[config.mk]
export PLATFORM = sky130hd
export DESIGN_NAME = core_ex_lsu_bus
export DESIGN_NICKNAME = d
export VERILOG_FILES = /design/src/rtl/core_ex_lsu_bus.sv
export SDC_FILE = /design/constraint.sdc
export NUM_CORES = 1
export LEC_CHECK = 0
export CAP_MARGIN = 15
export CORE_MARGIN = 10
export CORE_UTILIZATION = 48
export DETAILED_ROUTE_END_ITERATION = 8
export GPL_ROUTABILITY_DRIVEN = 0
export HOLD_SLACK_MARGIN = 0.12
export PLACE_DENSITY = 0.85
export SYNTH_ARGS = -nofsm -noshare
export SYNTH_HDL_FRONTEND = slang
export SYNTH_SLANG_ARGS = --single-unit
[constraint.sdc]
create_clock -name clk -period 6.2 [get_ports clk]
set_clock_uncertainty 0.1 [all_clocks]
set_input_delay 0.93 -clock clk [delete_from_list [all_inputs] [get_ports clk]]
set_output_delay 0.93 -clock clk [all_outputs]
set_load 0.02 [all_outputs]
[src/rtl/core_ex_lsu_bus.sv]
// Execute-stage load/store unit: accepts one access from the core, runs a single
// valid/ready request and valid-response transaction on the data bus, returns an extended result.
module core_ex_lsu_bus #(
    parameter int XLEN           = 32,
    parameter int TIMEOUT_CYCLES = 256
) (
    input  logic              clk,
    input  logic              rst,
    input  logic              i_valid,
    output logic              o_ready,
    input  logic              i_load,
    input  logic              i_store,
    input  logic [1:0]        i_size,
    input  logic              i_unsigned,
    input  logic [XLEN-1:0]   i_addr,
    input  logic [XLEN-1:0]   i_wdata,
    output logic              o_valid,
    input  logic              i_out_ready,
    output logic [XLEN-1:0]   o_rdata,
    output logic              o_misalign,
    output logic              o_bus_err,
    output logic              mem_req_valid,
    input  logic              mem_req_ready,
    output logic [XLEN-1:0]   mem_req_addr,
    output logic              mem_req_wen,
    output logic [XLEN-1:0]   mem_req_wdata,
    output logic [XLEN/8-1:0] mem_req_wmask,
    input  logic              mem_rsp_valid,
    input  logic [XLEN-1:0]   mem_rsp_rdata,
    input  logic              mem_rsp_err
);

    localparam int NB = XLEN / 8;
    localparam int OW = $clog2(NB);
    localparam int CW = (TIMEOUT_CYCLES > 1) ? $clog2(TIMEOUT_CYCLES) : 1;
    localparam logic [CW-1:0] CNT_LAST = (TIMEOUT_CYCLES > 0) ? CW'(TIMEOUT_CYCLES - 1) : '0;

    typedef enum logic [1:0] {S_IDLE, S_REQ, S_WAIT, S_DONE} state_t;

    state_t            state_q, state_d;
    logic              load_q, load_d;
    logic [1:0]        size_q, size_d;
    logic              unsigned_q, unsigned_d;
    logic [OW-1:0]     off_q, off_d;
    logic [CW-1:0]     cnt_q, cnt_d;
    logic [XLEN-1:0]   rdata_q, rdata_d;
    logic              misalign_q, misalign_d;
    logic              bus_err_q, bus_err_d;
    logic [XLEN-1:0]   req_addr_q, req_addr_d;
    logic              req_wen_q, req_wen_d;
    logic [XLEN-1:0]   req_wdata_q, req_wdata_d;
    logic [NB-1:0]     req_wmask_q, req_wmask_d;

    logic              acc_mis;
    logic [2:0]        align_mask;
    logic [NB-1:0]     lane_mask;
    logic [XLEN-1:0]   shifted;
    logic [XLEN-1:0]   keep;
    logic              sign_bit;
    logic [XLEN-1:0]   ext;
    logic              timeout;

    // Alignment check and store lane placement, evaluated on the incoming access.
    always_comb begin
        align_mask = (3'b001 << i_size) - 3'd1;
        acc_mis    = (|(i_addr[2:0] & align_mask)) || ((XLEN == 32) && (i_size == 2'd3));
        case (i_size)
            2'd0:    lane_mask = NB'(1);
            2'd1:    lane_mask = NB'(3);
            2'd2:    lane_mask = NB'(15);
            default: lane_mask = '1;
        endcase
    end

    // Load lane extraction: shift the selected lane down, then sign- or zero-extend.
    always_comb begin
        shifted = mem_rsp_rdata >> {off_q, 3'b000};
        case (size_q)
            2'd0: begin keep = XLEN'(8'hFF);         sign_bit = shifted[7];      end
            2'd1: begin keep = XLEN'(16'hFFFF);      sign_bit = shifted[15];     end
            2'd2: begin keep = XLEN'(32'hFFFF_FFFF); sign_bit = shifted[31];     end
            default: begin keep = '1;                sign_bit = shifted[XLEN-1]; end
        endcase
        ext = (shifted & keep) | ((sign_bit && !unsigned_q) ? ~keep : '0);
    end

    assign timeout = (TIMEOUT_CYCLES != 0) && (cnt_q == CNT_LAST);

    always_comb begin
        state_d     = state_q;
        load_d      = load_q;
        size_d      = size_q;
        unsigned_d  = unsigned_q;
        off_d       = off_q;
        cnt_d       = cnt_q;
        rdata_d     = rdata_q;
        misalign_d  = misalign_q;
        bus_err_d   = bus_err_q;
        req_addr_d  = req_addr_q;
        req_wen_d   = req_wen_q;
        req_wdata_d = req_wdata_q;
        req_wmask_d = req_wmask_q;
        case (state_q)
            S_IDLE: begin
                if (i_valid && (i_load || i_store)) begin
                    load_d      = i_load;
                    size_d      = i_size;
                    unsigned_d  = i_unsigned;
                    off_d       = i_addr[OW-1:0];
                    cnt_d       = '0;
                    rdata_d     = '0;
                    bus_err_d   = 1'b0;
                    misalign_d  = acc_mis;
                    req_addr_d  = {i_addr[XLEN-1:OW], {OW{1'b0}}};
                    req_wen_d   = i_store;
                    req_wdata_d = i_wdata << {i_addr[OW-1:0], 3'b000};
                    req_wmask_d = i_store ? (lane_mask << i_addr[OW-1:0]) : '1;
                    state_d     = acc_mis ? S_DONE : S_REQ;
                end
            end
            S_REQ: begin
                // Timeout wins over a late handshake so the counter never runs past its limit.
                cnt_d = cnt_q + CW'(1);
                if (timeout) begin
                    bus_err_d = 1'b1;
                    state_d   = S_DONE;
                end else if (mem_req_ready) begin
                    state_d = S_WAIT;
                end
            end
            S_WAIT: begin
                cnt_d = cnt_q + CW'(1);
                if (mem_rsp_valid) begin
                    bus_err_d = mem_rsp_err;
                    rdata_d   = (load_q && !mem_rsp_err) ? ext : '0;
                    state_d   = S_DONE;
                end else if (timeout) begin
                    bus_err_d = 1'b1;
                    state_d   = S_DONE;
                end
            end
            S_DONE: begin
                if (i_out_ready) begin
                    rdata_d    = '0;
                    misalign_d = 1'b0;
                    bus_err_d  = 1'b0;
                    state_d    = S_IDLE;
                end
            end
            default: state_d = S_IDLE;
        endcase
    end

    always_ff @(posedge clk or posedge rst) begin
        if (rst) begin
            state_q     <= S_IDLE;
            load_q      <= 1'b0;
            size_q      <= 2'd0;
            unsigned_q  <= 1'b0;
            off_q       <= '0;
            cnt_q       <= '0;
            rdata_q     <= '0;
            misalign_q  <= 1'b0;
            bus_err_q   <= 1'b0;
            req_addr_q  <= '0;
            req_wen_q   <= 1'b0;
            req_wdata_q <= '0;
            req_wmask_q <= '0;
        end else begin
            state_q     <= state_d;
            load_q      <= load_d;
            size_q      <= size_d;
            unsigned_q  <= unsigned_d;
            off_q       <= off_d;
            cnt_q       <= cnt_d;
            rdata_q     <= rdata_d;
            misalign_q  <= misalign_d;
            bus_err_q   <= bus_err_d;
            req_addr_q  <= req_addr_d;
            req_wen_q   <= req_wen_d;
            req_wdata_q <= req_wdata_d;
            req_wmask_q <= req_wmask_d;
        end
    end

    assign o_ready       = (state_q == S_IDLE);
    assign o_valid       = (state_q == S_DONE);
    assign mem_req_valid = (state_q == S_REQ);
    assign o_rdata       = rdata_q;
    assign o_misalign    = misalign_q;
    assign o_bus_err     = bus_err_q;
    assign mem_req_addr  = req_addr_q;
    assign mem_req_wen   = req_wen_q;
    assign mem_req_wdata = req_wdata_q;
    assign mem_req_wmask = req_wmask_q;

endmodule

Word level (Yosys, flattened, before mapping)

Index checks and enable logic that the tools add are counted.

Logic and storage cells: 83
Memory bits (read-only): 0
Output and inout port bits: 106
RAM bits: 0
Memories: 0
Latch bits: 0
Register bits: 117
Bits of input ports: 108

Mux-type cells: 27
Shift operators: 4
Add/subtract/negate cells: 2
Bitwise gates (word level): 4
Reductions and logical operators: 21
Multipliers: 0
Equality and inequality tests: 12
Order comparisons: 0
Divide/modulo/power cells: 0

Operators by type and width:

| operator              | number |
|---|---|
| $mux W32              | 5 |
| $pmux W32 S3          | 1 |
| $pmux W32 S2          | 1 |
| $and A32 B32 Y32      | 1 |
| $not A32 Y32          | 1 |
| $or A32 B32 Y32       | 1 |
| $shl A32 B5 Y32       | 1 |
| $shr A32 B5 Y32       | 1 |
| $pmux W8 S2           | 1 |
| $mux W2               | 7 |
| $add A8 B1 Y8 const B | 1 |
| $eq A8 B8 Y1 const B  | 1 |
| $mux W8               | 1 |
| $pmux W2 S4           | 1 |
| $pmux W4 S2           | 1 |
| $reduce_and A4 Y1     | 2 |
| $eq A2 B1 Y1 const B  | 3 |
| $eq A2 B2 Y1 const B  | 3 |
| $logic_not A2 Y1      | 3 |
| $reduce_and A2 Y1     | 3 |
| $mux W1               | 5 |
| $mux W4               | 1 |
| $ne A2 B1 Y1 const B  | 2 |
| $pmux W1 S2           | 2 |
| other kinds (16)      | 21 |

Depth between registers and ports, before layout

Depth in word-level cells: 8
Mapped depth: 8
Mapped depth without buffers: 6

Worst setup path before layout

OpenSTA, ideal clock, no wires.

Path type: input to register
From: in i_store
To: reg rdata_q[24] (netlist: o_rdata[24])
Arrival: 2095 ps
Buffers on the path: 2
Library setup time: 126 ps
Data required time: 5974 ps
Cell stages on the path: 6
Setup slack: 3879 ps
Path through: o21ai_2 a211oi_1 buf_2 and3_1 buf_2 a221o_1

Cells in the longest elaborated chain, start to end: 4

RTL lines:

| element                            | line | RTL |
|---|---|---|
| start, declared                    | 12   | `input logic i_store,` |
| $logic_or A1 B1 Y1                 | 105  | `if (i_valid && (i_load \|\| i_store)) begin` |
| $logic_and A1 B1 Y1                | 105  |  |
| $ne A2 B1 Y1 (no source line)      | -    |  |
| $reduce_and A4 Y1 (no source line) | -    |  |
| end signal, assigned               | 176  | `rdata_q <= rdata_d;` |
| end, declared                      | 46   | `logic [XLEN-1:0] rdata_q, rdata_d;` |

No other way between the ends.
A chain may end at the register's enable or synchronous reset.

Final worst setup path

From: reg state_q[0]
To: out o_ready

Cells in the longest elaborated chain, start to end: 1

RTL lines:

| element                | line | RTL |
|---|---|---|
| start, declared        | 40   | `state_t state_q, state_d;` |
| start signal, assigned | 170  | `state_q <= state_d;` |
| $logic_not A2 Y1       | 186  | `assign o_ready = (state_q == S_IDLE);` |
| end, declared          | 10   | `output logic o_ready,` |

No other way between the ends.

==> metrics list <==
- CTS Root Buffer Type: sky130_fd_sc_hd__clkbuf_16
- The largest single stage delay on the critical path is around 0.73 ns.
* Vias post-DR: between 5,000 and 6,000
* CTS tree: done
* Count of H-tree levels built during CTS: 4
- The via count of the first global-routing pass came to between 5,000 and 6,000.
* Startpoint types: flip-flop
* Combinational family with the most area after synthesis: compound AO/OA/AOI/OAI gates
- Total routing resource utilization after global routing: about 23%
* Portion of the post-synthesis area used by sequential elements: roughly half
- Total non-filler cell area in the finished layout: 8451 um2
- # resized after CTS: 0
- In this run the post-CTS setup repair buffer count came out at 0.
- CTS sink cnt: 117
* Post-DP Area: around 7900 um2
- The synthesized netlist devotes 18.17% of its cell area to compound gates.
* CP Max Fanout: 15
- Synthesis inferred ~120 register bits.
* Clock-pin slew reported for the worst setup and hold paths after clock tree synthesis: about 0.05 ns
- Number of DRC markers after the initial detailed-route iteration: between 500 and 600
- Maximum number of pins on one net before global-route repair: 84
- DRC viols: 0
- In this run, synthesis inferred 0 flip-flops with an integrated enable.
- The number of antenna violations at the first check in global routing was 0.
- HP Class: reg -> reg
- Cts hold-fix bufs: 0
- Timing analysis after detailed placement gives a worst setup slack of 2.591 ns.
* Number of nets with antenna violations after routing: 0
- Antenna Cells: 0
- Standard-cell row count: 39
- Pre-Repair DR Iteration Count: 5
* DIE WIDTH: about 130 um
* Standard cell with the maximum stage delay on the critical path: sky130_fd_sc_hd__clkdlybuf4s50_1
- Global-route wire length before repair: 30.28 mm
* Core area: 11,560 um2
- Summed over all layers, the routed wires come to approximately 20 mm.
- In this run the count of I/O pins placed on the die edge is around 210.
- Largest area contributor in the netlist: sky130_fd_sc_hd__dfrtp_1
- Area share of and/or/nand/nor cells after synthesis: 15.44%
- The commonest cells after synthesis are 163 x sky130_fd_sc_hd__nand2_1, 117 x sky130_fd_sc_hd__dfrtp_1, 40 x sky130_fd_sc_hd__o21ai_0.
- Total Negative Setup Slacks: 0 ns
- Number of vias per cell: between 5 and 6
- Of the available clock period, the critical path in the final layout requires 52.54%.
* Height of the die: approximately 130 um
* Maximum capacitance violations: 0
- In this run the static leakage power is 3.784 nW.
- Slew HR: about a quarter
- Type of the worst setup path: reg -> out
* Required time reported for the critical path endpoint: ~5.2 ns
- Synth Cell Area: about 5700 um2
- Number of pins exceeding their max-slew limit in the final report: 0
* Cells after Synth: 594
- Once layout is complete, the utilization of the core stands at between 70% and 80%.
* Cell types occupying the most area after synthesis: sky130_fd_sc_hd__dfrtp_1 51%, sky130_fd_sc_hd__nand2_1 11%, sky130_fd_sc_hd__mux2i_1 5.4%
- Syn_area_per_cell: between 9 and 10 um2
* Die Outline Area: between 15,000 and 20,000 um2
- Among cell families on the critical path, the largest total delay comes from buffers and inverters.
- Traced cell by cell, the critical path runs through inv_1 > ha_1 > clkdlybuf4s50_1.
- Area share of fa/ha/maj cells after synthesis: under 10%
- For the pin with the worst max-slew slack, the measured transition is around 1.1 ns.
- After detailed routing, the average wire length per cell comes to a little over 20 um.
- STA classifies the critical path endpoint as an output pin.
- Area share of the largest cell type after synthesis: 51.10%
* Final net count: around 900
- The worst path in the final design needs a cycle of between 3 and 4 ns, including I/O delays and setup.
- Outcome: finished, final reports clean
- Count of buffers from port buffering: roughly 210
* Final setup violation count: 0
* Initial core utilization: 49.54%
- Pwr Density: between 400 and 500 nW/um2
* Share of layout cells above drive strength 1: between 7 and 8%
* Remaining global-route overflow: 0
* Critical path data arrival time: approximately 2.2 ns
- Dominant synthesized flop cell: sky130_fd_sc_hd__dfrtp_1
* Top achievable clock speed: roughly 0.31 GHz
- Synth async-reset ratio: between 90% and 100%
* Clock network latency to the later pin of the worst-skew pair: 0.42 ns
* Unique masters post-synth: between 40 and 50
* Critical path buffer and inverter count: 2
- Measured against the total synthesized area, the mux share comes to around a tenth.
- Setup repair after global routing left no endpoint under its margin.
- In this run, CTS created clock tree buffers numbering 17.
- Max Buffers Root-to-Sink: 2
- Final worst slack: a little under 3 ns
* Final total power: between 4 and 5 mW
* Most common cell in the synthesized netlist: sky130_fd_sc_hd__nand2_1
* Count of endpoints failing hold in the final timing report: 0
* Fraction of synthesized cell area in xor and xnor cells: 0%
- Number of synthesis warnings: 0
* Area Growth Syn to Fin: 47.50%
- Placed wire-length estimate after detailed placement: about 14 mm
- IR analysis of the VDD net gives a maximum drop of approximately 0.35 mV.
[state kept, by name, summed over array words and instances (netlist names), 2 cells and up]
| name | cells |
|---|---|
| mem_req_wdata | 32 |
| size_q | 2 |
| mem_req_wmask | 4 |
| o_rdata | 32 |
| off_q | 2 |
| state_q | 2 |
| mem_req_addr | 30 |
| cnt_q | 8 |
[placed cells by master (no fill, tap or decap), drive strengths merged, types with 6 or more instances in the layout]
master / n
a211oi: 13
a21oi: 29
a221o: 11
a22o: 19
a32oi: 10
buf: 6
clkbuf: 27
clkdlybuf4s50: 211
dfrtp: 117
ha: 6
inv: 11
mux2: 20
mux2i: 31
nand2: 163
nor2: 19
nor2b: 15
o21ai: 41
o31ai: 8
[final cells by class]
cell class / instances / area [um2]
repair buffers: 217 / 2170
flip-flops and latches: 117 / 2928
inverters: 11 / 43.79
multi-input cells: 425 / 2582
well taps: 143 / 178.9
fillers: 786 / 3114
clock buffers: 27 / 503.0
clock inverters: 4 / 45.04
[path summary, 6_finish.rpt]
| path | startpoint | to | slack, ns | cells after the start |
|---|---|---|---|---|
| setup / recovery | state_q[0] | o_ready | 2.94 | 3 |
| hold / removal | mem_req_wen | mem_req_wen | 0.37 | 2 |
| setup reg to reg | state_q[0] | o_rdata[24] | 3.38 | 5 |
| hold reg to reg | mem_req_wen | mem_req_wen | 0.37 | 2 |
| max in group asynchronous | rst | o_rdata[26] | 3.92 | 3 |
| min in group asynchronous | rst | mem_req_addr[20] | 1.00 | 2 |
[power by group]
| group | total (mW) | internal, mW | switching, mW | leakage [nW] |
|---|---|---|---|---|
| logic | 1.86 | 0.844 | 1.02 | 2.00 |
| clock network | 0.917 | 0.588 | 0.328 | 0.271 |
| registers | 1.31 | 1.06 | 0.250 | 1.51 |
[routing by layer]
| metal | global-route usage [%] | part of all wire (%) |
|---|---|---|
| met5 | 0 | 0 |
| met4 | 9.365 | 3.1 |
| met3 | 12.23 | 12 |
| met2 | 36.81 | 47 |
| met1 | 25.53 | 38 |
[kinds of logic (layout without fill, tap and decap cells)]
family          count (synthesis)  in the layout
other cells                     1              2
simple gates                  214            214
compound gates                151            151
fa+ha+maj                       6              6
flops                         117            117
mux                            52             52
buf+inv                        53            259
[worst min-delay path, stage by stage (launching register included)]
cell	delay [ns]
sky130_fd_sc_hd__dfrtp_1	0.33
sky130_fd_sc_hd__nand2_1	0.05
sky130_fd_sc_hd__nand2_1	0.05
[per-stage QoR]
step / hold slack (ns) / cells
after floorplan: 0.3798 / 595
after global placement: 0.3568 / 911
after detailed placement: 0.3657 / 911
after CTS: 0.3787 / 942
after global routing: 0.3989 / 944
final: 0.3744 / 944
(Power assumes the default switching activity.)
==> RTL edit 1: new RTL, same flow settings <==
`req_wdata_q` no longer has a reset.
--- a/src/rtl/core_ex_lsu_bus.sv
+++ b/src/rtl/core_ex_lsu_bus.sv
@@ -164,7 +164,6 @@
             bus_err_q   <= 1'b0;
             req_addr_q  <= '0;
             req_wen_q   <= 1'b0;
-            req_wdata_q <= '0;
             req_wmask_q <= '0;
         end else begin
             state_q     <= state_d;
@@ -178,9 +177,12 @@
             bus_err_q   <= bus_err_d;
             req_addr_q  <= req_addr_d;
             req_wen_q   <= req_wen_d;
-            req_wdata_q <= req_wdata_d;
             req_wmask_q <= req_wmask_d;
         end
+    end
+
+    always_ff @(posedge clk) begin
+        req_wdata_q <= req_wdata_d;
     end
 
     assign o_ready       = (state_q == S_IDLE);
Check against the original RTL: not equivalent (a bounded check fails within 4 cycles, from zero or initial values and one cycle with rst high).
==> RTL edit 1 against the original RTL <==
  * Sequential cell count stayed put
  * Wire length is 3.4% lower
  * Area after synthesis is 0.15% lower
  * Power shrank 2.5%
  * Highest routed layer unchanged
  * Utilization increased by 0.13 points
  * Critical path type is now input pin to flip-flop
  * Cell area increased by 0.18%
  * Critical endpoint is now mem_req_wmask[3]
  * Worst setup slack worse by 0.0070 ns
  * Fmax decreased by 0.21%
==> RTL edit 1: results (changes against the original RTL) <==
status completed (unchanged); worst setup path startpoint i_store (was state_q[0]); min-delay src mem_req_addr[14] (was mem_req_wen); fill count 822 (was 786); GRT Resource Usage Total 22.6% (was 23.1%); met2 WL 9.30 mm (was 9.19 mm); sequential power 1.23 mW (was 1.31 mW); Fmax 306 MHz (was 307 MHz); Worst slew margin 28.1% (was 24.7%); Placed Cells 893 (was 911); met1 usage 23.4% (was 25.5%); LEAKAGE 3.52 nW (was 3.78 nW); 1st-iter DRT viols 500 (was 510); WL met3 2.06 mm (was 2.42 mm); vias in the first global route 5494 (was 5667); area occupied by multi-input gates 2410 um^2 (was 2580 um^2); DP Wirelength 14.2 mm (was 14.3 mm); mux contribution to synthesized area 8.09% (was 9.81%); fin cells 925 (was 944); global routing usage on met2 38.6% (was 36.8%); largest net degree at the start of global routing 86 (was 84); Psw 1.54 mW (was 1.60 mW); Worst Path Arrival 3.45 ns (was 2.23 ns); Clock power frac 24.1% (was 22.4%); worst setup path endpoint mem_req_wmask[3] (was o_ready); first-pass GRT wire length 29.5 mm (was 30.3 mm); wire length on met1 7.00 mm (was 7.36 mm); Synth cell types 49 (was 47); synth cell count leaders nand2_1 (129), dfrtp_1 (85), o21ai_0 (37) (was nand2_1 (163), dfrtp_1 (117), o21ai_0 (40)); layout cells sized above 1 7.03% (was 7.49%)
-- RTL edit 1: cell types whose count changed in the layout (fill, tap and decap cells not counted), sizes merged, moves of 9 or more --
cell,change
nand2,-33
dfrtp,-32
edfxtp,+32
nor3,+15
a221o,-11
a32oi,-10
mux2,-10
o211ai,+10
and2,+9
nand4,+9
-- RTL edit 1: worst register-to-register path: stages (launching register included) --
cell	delay, ns
dfrtp_1	0.41
inv_1	0.14
ha_1	0.40
o211ai_4	0.12
buf_4	0.30
inv_2	0.62
buf_4	0.47
nand2_1	0.15
o22a_1	0.20
-- RTL edit 1: layout make-up --
cell class                      count  share of cell area, %
Multi-Input combinational cell    406                   28.5
Clock buffer                       25                   6.24
Timing Repair Buffer              218                   25.5
Tap cell                          143                   2.11
Sequential cell                   117                   36.5
Clock inverter                      7                  0.769
Inverter                            9                  0.414
==> RTL edit 2: new RTL, config.mk and constraints unchanged <==
Without the edit above. The parameter `TIMEOUT_CYCLES` goes from 256 to 512.
--- a/src/rtl/core_ex_lsu_bus.sv
+++ b/src/rtl/core_ex_lsu_bus.sv
@@ -2,7 +2,7 @@
 // valid/ready request and valid-response transaction on the data bus, returns an extended result.
 module core_ex_lsu_bus #(
     parameter int XLEN           = 32,
-    parameter int TIMEOUT_CYCLES = 256
+    parameter int TIMEOUT_CYCLES = 512
 ) (
     input  logic              clk,
     input  logic              rst,
Formal check against the unedited RTL: same outputs for any inputs over 4 cycles, from zero or initial values and one cycle with rst high; that may be too few to reach the edited logic, so the function may still have changed.
==> RTL edit 2 against the original RTL <==
  * Area after synthesis fell by 0.26%
  * Fmax up 4.7%
  * Global-route usage shrank 0.16 points
  * Sequential cell count increased by 1
  * Count of clock-buffer cells in the layout down 4
  * Worst setup slack gained 0.15 ns
  * Power up 1.1%
  * Cell area up 0.64%
  * Sequential share of layout area is 0.075 points higher
  * Register-to-register slack worse by 0.11 ns
  * Combinational power is 4% lower
  * Wire length hardly changed
  * Via count decreased by 2.8%
==> RTL edit 2: results (changes against the original RTL) <==
R2R depth 7 (was 5); DR vias 5357 (was 5511); Setup WS pre-CTS 2.71 ns (was 2.59 ns); Seq/Total Area, Yosys 51.7% (was 51.1%); first-pass GRT wire length 30.2 mm (was 30.3 mm); Routed wire per std cell 20.8 um (was 20.7 um); Placed Cells 906 (was 911); fin nets 897 (was 903); initial antenna violation count 3 (was 0); layout cells sized above 1 7.04% (was 7.49%); Synth cell types 50 (was 47); Post-synth ARST share 100% (unchanged); Worst Path Arrival 3.33 ns (was 2.23 ns); GRT Resource Usage Total 22.9% (was 23.1%); DP Wirelength 14.4 mm (was 14.3 mm); Mapped Avg Cell Area 9.77 um^2 (was 9.65 um^2); synth cell count leaders nand2_1 (155), dfrtp_1 (118), a21oi_1 (39) (was nand2_1 (163), dfrtp_1 (117), o21ai_0 (40)); Area contributors post-synth dfrtp_1 (52%), nand2_1 (10%), mux2i_1 (5.4%), a21oi_1 (3.4%), a221o_1 (2.8%) (was dfrtp_1 (51%), nand2_1 (11%), mux2i_1 (5.4%), mux2_2 (3.7%), o21ai_0 (3.5%)); peak supply drop 0.317 mV (was 0.350 mV); largest net degree at the start of global routing 85 (was 84); fill count 816 (was 786); Critical Path Fanout Max 62 (was 15); fin cells 942 (was 944); Hold Path Stages 2 (unchanged); Synth Flop Type dfrtp_1 (unchanged); Post-CTS Setup Repair Bufs 0 (unchanged); 1st-iter DRT viols 598 (was 510); vias in the first global route 5621 (was 5667); later-pin clock latency in the skew report 0.40 ns (was 0.42 ns); Slew @ Worst Pin 1.11 ns (was 1.13 ns); Syn. warnings 0 (unchanged); status completed (unchanged); LEAKAGE 3.79 nW (was 3.78 nW)
[RTL edit 2: cell families after synthesis]
logic type	count (synthesis)	synth area share, %
compound gates	136	16.8
fa+ha+maj	8	1.71
simple gates	223	16.2
buf+inv	46	3.66
mux	50	9.37
flops	118	51.7
other cells	1	0.0656
xor+xnor	3	0.460
[RTL edit 2: where the power goes]
| part | internal [mW] | total, mW | switching (mW) |
|---|---|---|---|
| registers | 1.05 | 1.30 | 0.244 |
| logic | 0.789 | 1.79 | 1.00 |
| clock network | 0.702 | 1.04 | 0.340 |
| total | 2.54 | 4.13 | 1.59 |
[RTL edit 2: per-stage QoR]
stage          area [um^2]  utilization (%)
5_1_grt               8500             73.8
3_5_place_dp          7870             68.3
4_1_cts               8490             73.8
2_1_floorplan         5720                -
3_3_place_gp          7870             68.3
6_report              8500             73.8
[RTL edit 2: worst max-delay path, stage by stage]
cell             delay, ns
clkdlybuf4s50_1       0.59
o211a_2               0.24
buf_4                 0.53
nor2_1                0.29
or4_1                 0.56
a21oi_1               0.16
[RTL edit 2: path summary, 6_finish.rpt]
check	start	end	slack, ns
worst max-delay path	i_store	cnt_q[5]	3.09
worst min-delay path	mem_req_addr[22]	mem_req_addr[22]	0.38
worst max register to register	state_q[0]	cnt_q[5]	3.27
worst min register to register	mem_req_addr[22]	mem_req_addr[22]	0.38
max in group asynchronous	rst	size_q[1]	3.88
min in group asynchronous	rst	o_rdata[19]	1.02
[RTL edit 2: layout make-up]
class	count	area, um^2	area share, %
diodes	4	10.0	0.118
clock buffers	23	478	5.62
clock inverters	9	148	1.74
inverters	7	28.8	0.338
multi-input cells	422	2560	30.1
flip-flops and latches	118	2950	34.7
well taps	143	179	2.10
repair buffers	216	2150	25.3
[RTL edit 2: layer usage]
layer | part of all wire, % | GRT usage, % | up-vias | wire length [um]
met4 | 2.6 | 9.30 | 0 | 507
met1 | 37 | 24.8 | 2601 | 7300
met5 | 0 | 0 | - | 0
li1 | - | - | 2448 | -
met3 | 11 | 10.9 | 34 | 2220
met2 | 49 | 38.1 | 274 | 9560
